===== src/rtl/sprite_fetch.sv =====
// sprite_fetch: read-side engine for the sprite frame ROMs.
// Converts the VGA scan position and the shadowed character position/facing
// into a ROM read address, carries hit flags alongside the ROM's one-cycle read
// latency, and emits a pixel-aligned palette index and valid flag three cycles
// after the scan position is sampled. Also runs the walk-cycle animation FSM
// that selects which frame ROM is read.
module sprite_fetch #(
    parameter int SPR_W       = 32,
    parameter int SPR_H       = 48,
    parameter int ADDR_W      = 11,
    parameter int PIX_W       = 4,
    parameter int NUM_FRAMES  = 3,
    parameter int FRAME_HOLD  = 8,
    parameter int TRANSPARENT = 0
) (
    input  logic              Clk,
    input  logic              Reset,
    input  logic              frame_start,
    input  logic              walking,
    input  logic              facing_left,
    input  logic [9:0]        sprite_x,
    input  logic [9:0]        sprite_y,
    input  logic [9:0]        DrawX,
    input  logic [9:0]        DrawY,
    output logic [ADDR_W-1:0] rom_addr,
    output logic [1:0]        rom_sel,
    input  logic [PIX_W-1:0]  rom_data,
    output logic              pix_valid,
    output logic [PIX_W-1:0]  pix_index,
    output logic [1:0]        anim_frame
);

    // Geometry constants in the 11-bit domain so that sx+SPR_W never wraps.
    localparam logic [10:0] SPR_W_L  = 11'(SPR_W);
    localparam logic [10:0] SPR_H_L  = 11'(SPR_H);
    localparam logic [10:0] SPR_W_M1 = 11'(SPR_W - 1);

    localparam int          HOLD_W     = (FRAME_HOLD > 1) ? $clog2(FRAME_HOLD) : 1;
    localparam logic [HOLD_W-1:0] HOLD_LAST  = HOLD_W'(FRAME_HOLD - 1);
    localparam logic [1:0]        FRAME_LAST = 2'(NUM_FRAMES - 1);
    localparam logic [PIX_W-1:0]  TRANS_IDX  = PIX_W'(TRANSPARENT);

    typedef enum logic [0:0] {
        ST_STAND = 1'b0,
        ST_WALK  = 1'b1
    } anim_state_t;

    // Shadow copies of the character placement, stable for a whole frame.
    logic [9:0]  sx_r;
    logic [9:0]  sy_r;
    logic        face_r;

    // Scan-side combinational results.
    logic [10:0]       x_ext_s;
    logic [10:0]       y_ext_s;
    logic [10:0]       sx_ext_s;
    logic [10:0]       sy_ext_s;
    logic [10:0]       dx_s;
    logic [10:0]       dy_s;
    logic [10:0]       lx_s;
    logic              hit_s;
    logic [ADDR_W-1:0] addr_s;

    // Hit flags travelling alongside the ROM access.
    logic hit_d1_r;
    logic hit_d2_r;

    // Animation FSM state.
    anim_state_t       state_r;
    anim_state_t       state_s;
    logic [HOLD_W-1:0] hold_r;
    logic [HOLD_W-1:0] hold_s;
    logic [1:0]        frame_s;
    logic [HOLD_W-1:0] step_hold_s;
    logic [1:0]        step_frame_s;

    // Latch position and facing only at vertical blank to avoid tearing.
    always_ff @(posedge Clk) begin
        if (Reset) begin
            sx_r   <= 10'd0;
            sy_r   <= 10'd0;
            face_r <= 1'b0;
        end else if (frame_start) begin
            sx_r   <= sprite_x;
            sy_r   <= sprite_y;
            face_r <= facing_left;
        end else begin
            sx_r   <= sx_r;
            sy_r   <= sy_r;
            face_r <= face_r;
        end
    end

    // Hit test and local-coordinate address generation (mirrored when facing left).
    always_comb begin
        x_ext_s  = {1'b0, DrawX};
        y_ext_s  = {1'b0, DrawY};
        sx_ext_s = {1'b0, sx_r};
        sy_ext_s = {1'b0, sy_r};
        hit_s    = (x_ext_s >= sx_ext_s) && (x_ext_s < (sx_ext_s + SPR_W_L)) &&
                   (y_ext_s >= sy_ext_s) && (y_ext_s < (sy_ext_s + SPR_H_L));
        dx_s     = x_ext_s - sx_ext_s;
        dy_s     = y_ext_s - sy_ext_s;
        if (face_r) begin
            lx_s = SPR_W_M1 - dx_s;
        end else begin
            lx_s = dx_s;
        end
        if (hit_s) begin
            addr_s = ADDR_W'((dy_s * SPR_W_L) + lx_s);
        end else begin
            addr_s = {ADDR_W{1'b0}};
        end
    end

    // Three-stage fetch pipeline: address, ROM read, palette index qualify.
    always_ff @(posedge Clk) begin
        if (Reset) begin
            rom_addr  <= {ADDR_W{1'b0}};
            hit_d1_r  <= 1'b0;
            hit_d2_r  <= 1'b0;
            pix_valid <= 1'b0;
            pix_index <= {PIX_W{1'b0}};
        end else begin
            rom_addr  <= addr_s;
            hit_d1_r  <= hit_s;
            hit_d2_r  <= hit_d1_r;
            pix_valid <= hit_d2_r && (rom_data != TRANS_IDX);
            pix_index <= hit_d2_r ? rom_data : {PIX_W{1'b0}};
        end
    end

    // Animation next-state: the pulse that starts walking counts as the first walk step.
    always_comb begin
        state_s = state_r;
        hold_s  = hold_r;
        frame_s = anim_frame;
        if (hold_r == HOLD_LAST) begin
            step_hold_s = {HOLD_W{1'b0}};
            if (anim_frame == FRAME_LAST) begin
                step_frame_s = 2'd0;
            end else begin
                step_frame_s = anim_frame + 2'd1;
            end
        end else begin
            step_hold_s  = hold_r + HOLD_W'(1'b1);
            step_frame_s = anim_frame;
        end
        case (state_r)
            ST_STAND: begin
                if (frame_start && walking) begin
                    state_s = ST_WALK;
                    hold_s  = step_hold_s;
                    frame_s = step_frame_s;
                end else begin
                    state_s = ST_STAND;
                    hold_s  = {HOLD_W{1'b0}};
                    frame_s = 2'd0;
                end
            end
            ST_WALK: begin
                if (frame_start) begin
                    if (walking) begin
                        state_s = ST_WALK;
                        hold_s  = step_hold_s;
                        frame_s = step_frame_s;
                    end else begin
                        state_s = ST_STAND;
                        hold_s  = {HOLD_W{1'b0}};
                        frame_s = 2'd0;
                    end
                end else begin
                    state_s = ST_WALK;
                    hold_s  = hold_r;
                    frame_s = anim_frame;
                end
            end
            default: begin
                state_s = ST_STAND;
                hold_s  = {HOLD_W{1'b0}};
                frame_s = 2'd0;
            end
        endcase
    end

    // Animation state register; rom_sel is loaded with the same value as anim_frame.
    always_ff @(posedge Clk) begin
        if (Reset) begin
            state_r    <= ST_STAND;
            hold_r     <= {HOLD_W{1'b0}};
            anim_frame <= 2'd0;
            rom_sel    <= 2'd0;
        end else begin
            state_r    <= state_s;
            hold_r     <= hold_s;
            anim_frame <= frame_s;
            rom_sel    <= frame_s;
        end
    end

endmodule


===== config.mk =====
export PLATFORM = sky130hd
export DESIGN_NAME = sprite_fetch
export DESIGN_NICKNAME = d
export VERILOG_FILES = /design/src/rtl/sprite_fetch.sv
export SDC_FILE = /design/constraint.sdc
export NUM_CORES = 1
export LEC_CHECK = 0
export ABC_AREA = 1
export CAP_MARGIN = 20
export CORE_MARGIN = 5
export CORE_UTILIZATION = 45
export CTS_BUF_LIST = sky130_fd_sc_hd__clkbuf_16
export DETAILED_ROUTE_END_ITERATION = 16
export PLACE_DENSITY = 0.76
export SYNTH_ARGS = -nofsm -noshare
export SYNTH_HDL_FRONTEND = slang
export SYNTH_SLANG_ARGS = --single-unit

===== constraint.sdc =====
create_clock -name Clk -period 3 [get_ports Clk]
set_input_delay 0.6 -clock Clk [delete_from_list [all_inputs] [get_ports Clk]]
set_output_delay 0.6 -clock Clk [all_outputs]
set_load 0.05 [all_outputs]

* Yosys cells after proc, flatten, opt, wreduce, memory -nomap -nowiden
Cells that the tools add are included.
Word-level totals: register bits 45, input port bits 49, output and inout port bits 20, logic and storage cells 53
Operators by class: add/sub/neg operators 8, magnitude comparators 4, eq/ne operators 3, multiplexer cells 16, bitwise logic cells 3, reduce and logical (&&, ||, !) cells 8
Operator list (count):
- adder 10 x 6 -> 11 bit, second input constant | 2
- < comparator 10 x 11 -> 1 bit | 2
- greater-or-equal comparator 10 bit | 2
- 2-to-1 mux 3 bit | 4
- adder 11 bit | 1
- 2-to-1 mux 11 bit | 1
- subtractor 10 x 10 -> 11 bit | 1
- subtractor 5 x 11 -> 11 bit, first input constant | 1
- 2-to-1 mux 2 bit | 5
- case mux 3 bit (2 select lines) | 1
- subtractor 6 bit | 1
- logical AND 1 bit | 5
- case mux 2 bit (2 select lines) | 1
- nonzero test 4 bit | 1
- OR reduction 2 bit | 2
- adder 3 x 1 -> 3 bit, second input constant | 1
- == test 3 bit, second input constant | 1
- 2-to-1 mux 1 bit | 3
- inverter 1 bit | 3
- adder 2 x 1 -> 2 bit, second input constant | 1
- == test 2 bit, second input constant | 1
- inequality test 2 bit, second input constant | 1
- case mux 1 bit (2 select lines) | 1

* Logic depth before layout (Yosys ltp)
depth in word-level cells 7, mapped depth 24, depth with buffers taken out 24

* Least setup slack after synthesis
No wires, ideal clock.
path kind input-to-reg, start point input port DrawX[0], end point register rom_addr[10], setup time 0.115 ns, arrival 3.132 ns, data required time 2.885 ns, setup slack -0.247 ns, cell stages on the path 24, path buffers 0, path through inv_1 ha_1 inv_1 fa_1 nand2_1 nand2_1 nand3_1 nand2_1 nand2_1 nand2_1 ha_1 inv_1 o21ai_0 ha_1 a21oi_1 o21bai_1 nand2_1 nand2_1 a21oi_1 inv_1 nand3_1 nand3_1 nand2_1 nor2_1
Between the ends: longest elaborated chain between the ends 6, elaborated cells between the ends (all ways) 11, those cells by class add/sub: 3; order compare: 2; mux: 1; bitwise: 1; reduce/logical: 4
RTL lines:
- start, declared | RTL line 23 | input logic [9:0] DrawX,
- parallel branches: the longest is 6 deep, another holds subtractor 10 x 10 -> 11 bit
- end signal, assigned | RTL line 119 | rom_addr <= {ADDR_W{1'b0}};
- end signal, assigned | RTL line 125 | rom_addr <= addr_s;
- end, declared | RTL line 25 | output logic [ADDR_W-1:0] rom_addr,
Several ways; the timed one is not identified. A chain may end at the register's enable or synchronous reset.

* Worst setup path in the final report
start point register sx_r[0], end point register rom_addr[10]
Between the ends: longest elaborated chain between the ends 7, elaborated cells between the ends (all ways) 12, those cells by class add/sub: 4; order compare: 2; mux: 1; bitwise: 1; reduce/logical: 4
RTL lines:
- start, declared | RTL line 49 | logic [9:0] sx_r;
- start signal, assigned | RTL line 84 | sx_r <= sprite_x;
- start signal, assigned | RTL line 88 | sx_r <= sx_r;
- parallel branches: the longest is 7 deep, another holds subtractor 10 x 10 -> 11 bit
Several ways; the timed one is not identified.

==> impl_metrics.tcl <==
set metrics [dict create \
    grt_use_met3 0.0351 \
    final.setup.tns_ps -70.5 \
    post-route-period-util 1.02 \
    holdPathStages 2 \
    ys_seq_area_frac 0.279 \
    grt_use_total 0.199 \
    cts-root-buf "clkbuf_16" \
    utilization 0.690 \
    cts_buffer_depth 2 \
    ios 69 \
    reg2reg_depth 23 \
    critPathLaunchType "register" \
    slew_headroom 0.658 \
    h-tree-depth 2 \
    grt_pass1_vias 3329 \
    cp.required_ps 3190 \
    dp_hpwl_um 6790 \
    slew_viol_final 0 \
    die_x_um 94.7 \
    fin_crit_ps 3070 \
    n_fill_cell 568 \
    drive_above_1_share 0.212 \
    via_per_inst 4.97 \
    grt_pass1_wl_um 14400 \
    dieArea_mm2 0.00897 \
    crit_start "sx_r[0]$_SDFFE_PP0P_" \
    syn_nets 544 \
    wire_per_inst_um 13.5 \
    syn-cell-area_mm2 0.00323 \
    fp.dieH_um 94.7 \
    hp-start "hit_d1_r$_SDFF_PP0_" \
    place.gp.congestion 0.896 \
    drt-total-wl_um 8980 \
    drt-initial-drc-count 148 \
    cts_buffers 5 \
    rows 30 \
    busiest_layer "met2" \
    clk_latency_ps 290 \
    nNetsFinal 663 \
    setup_ws_ps -70.5 \
    syn_to_final_growth_pct 47.7 \
    grt_max_degree 31 \
    rsz0062_at_grt "yes" \
    r2r_start "sx_r[0]$_SDFFE_PP0P_" \
    gr-usage-met1 0.243 \
    coreArea_mm2 0.00691 \
    reg2reg_to "rom_addr[10]$_SDFF_PP0_" \
    cp-endpoint "rom_addr[10]$_SDFF_PP0_" \
    p_leak_nw 2.24 \
    yosysWarnings 0 \
    p_per_area_mw_per_mm2 472 \
    grt_overflow_total 0 \
    io_buffers 68 \
    drcViolationCount 0 \
    syn_avg_cell_area_um2 7.16 \
    cts.reportedPaths.clkPinSlew_ps 70 \
    status "finished with violations" \
    worst_pin_slew_ps 511 \
    violations "negative setup slack" \
    cts_tree "done" \
    syn_inst 451 \
    hold_violations 0 \
    dr.pass1.iters 5 \
    peakVddDrop_uv 239 \
    ff2ff_setup_slack_ps -70 \
    initial_core_util 0.468 \
    cp_data_arrival_time_ps 3260 \
    cp-end-kind "register" \
    ys_types 37 \
    cts_sinks 45 \
    fmax_mhz 326 \
    vias 3313 \
    ys_ff_latch 45 \
    ant_nets 0 \
    diodes 0 \
    hp-class "register to register" \
    finClkSkew_ps 4.34 \
    worstSetupPathType "register to register" \
    use_met2 0.359 \
    setup_viol 1 \
    antenna_found_initial 0 \
    path_max_fanout 2 \
    maxCapViolCount 0 \
]
[sequential cells by signal, indices dropped and copies added, names as in the netlist, named ones only]
signal and flops:
face_r 1, hit_d2_r 1, pix_valid 1, sx_r 10
sy_r 10, rom_addr 11, hit_d1_r 1, hold_r 3
anim_frame 2, pix_index 4
[through the flow]
step | hold slack, ps | power, mW | area [um^2] | setup WS [ps] | instances
2_1_floorplan | 388 | 1.15 | 3240 | -96.3 | 451
4_1_cts | 426 | 2.19 | 4670 | -96.6 | 665
6_report | 418 | 2.25 | 4770 | -70.5 | 667
5_1_grt | 466 | 2.39 | 4770 | -273 | 667
3_5_place_dp | 412 | 1.46 | 4310 | -686 | 647
3_3_place_gp | 394 | 1.43 | 4310 | -570 | 647
[per-layer routing]
| layer | wire length [um] | up-vias |
|---|---|---|
| li1 | - | 1700 |
| met1 | 3850 | 1463 |
| met2 | 4410 | 122 |
| met3 | 493 | 28 |
| met4 | 231 | 0 |
| met5 | 0 | - |
[layout by cell type, fill, tap and decap left out, drive strengths merged, types with 2 or more instances in the layout]
cell type / synthesis / routed
nand2: 80 / 80
inv: 77 / 78
clkdlybuf4s50: 0 / 61
buf: 3 / 55
nor2: 47 / 47
dfxtp: 45 / 45
a21oi: 42 / 42
ha: 41 / 41
o21ai: 30 / 30
nand3: 22 / 22
xor2: 17 / 17
nand4: 10 / 10
clkbuf: 7 / 8
xnor2: 5 / 5
nor3: 4 / 4
fa: 3 / 3
a31oi: 2 / 2
a211oi: 2 / 2
o211ai: 2 / 2
o21bai: 2 / 2
nor3b: 2 / 2
[cell families (layout without fill, tap and decap cells)]
family / after synthesis / count (layout) / synth area share
xor gates and xnor gates: 22 / 22 / 0.0597
DFF: 45 / 45 / 0.279
adders and majority gates: 44 / 44 / 0.177
buffers and inverters: 87 / 207 / 0.105
AOI/OAI and AO/OA: 85 / 85 / 0.142
and+or+nand+nor: 168 / 168 / 0.238
[how the worst min path moves through the flow]
stage	end	slack, ps
2_1_floorplan	hit_d2_r$_SDFF_PP0_	390
3_3_place_gp	hit_d2_r$_SDFF_PP0_	390
3_5_place_dp	hit_d2_r$_SDFF_PP0_	410
4_1_cts	hit_d2_r$_SDFF_PP0_	430
5_1_grt	hit_d2_r$_SDFF_PP0_	470
6_report	hit_d2_r$_SDFF_PP0_	420
[timing repair]
action                                  CTS  global route
buffers inserted                         11             3
hold buffers                              0             0
endpoints found under the setup margin    4             4
pin swaps                                23            31
resized for setup                        33            31
endpoints found under the hold margin     0             0
[power by group]
group	total [mW]	switching [mW]	internal [mW]
combinational	0.973	0.501	0.472
sequential	0.644	0.0171	0.627
clock	0.635	0.241	0.394
[cell type report]
cell class	count	area, um^2	share of cell area
Clock inverter	3	43.8	0.00918
Sequential cell	45	902	0.189
Clock buffer	5	125	0.0262
Multi-Input combinational cell	319	2200	0.462
Timing Repair Buffer	122	1080	0.226
Inverter	77	297	0.0622
Tap cell	96	120	0.0252
[worst max-delay path, cell delays in order, from the launching register on]
cell and delay, ps:
dfxtp_1 420, ha_4 170, inv_4 30, fa_2 360, nand2_2 100, nand2_2 60, nand3_2 90, nand2_2 70
nand2_4 90, nand2_4 60, ha_4 250, inv_2 30, o21ai_2 130, ha_1 260, a21oi_2 160, o21bai_1 90
nand2_1 70, nand2_1 60, a21oi_2 140, inv_1 70, nand3_2 90, nand3_2 70, nand2_1 60, nor2_1 30
[cell usage after synthesis, drive strengths merged]
cell    count  area (um^2)
a21boi      1         7.51
nand3b      1         7.51
a41oi       1         8.76
o31ai       1         7.51
a31oi       2         12.5
nand3      22          115
nor3b       2         20.0
a211oi      2         15.0
clkbuf      7         26.3
a21o        1         7.51
dfxtp      45          901
o21ai      30          150
nor2       47          199
inv        77          289
or2         1         6.26
xor2       17          149
xnor2       5         43.8
nand4      10         77.6
ha         41          513
nor3        4         25.0
and2        1         6.26
nand2      80          310
buf         3         22.5
o21bai      2         15.0
o211ai      2         15.0
fa          3         60.1
a21oi      42          210
a311oi      1         8.76
Power figures use the tool's default switching activity.
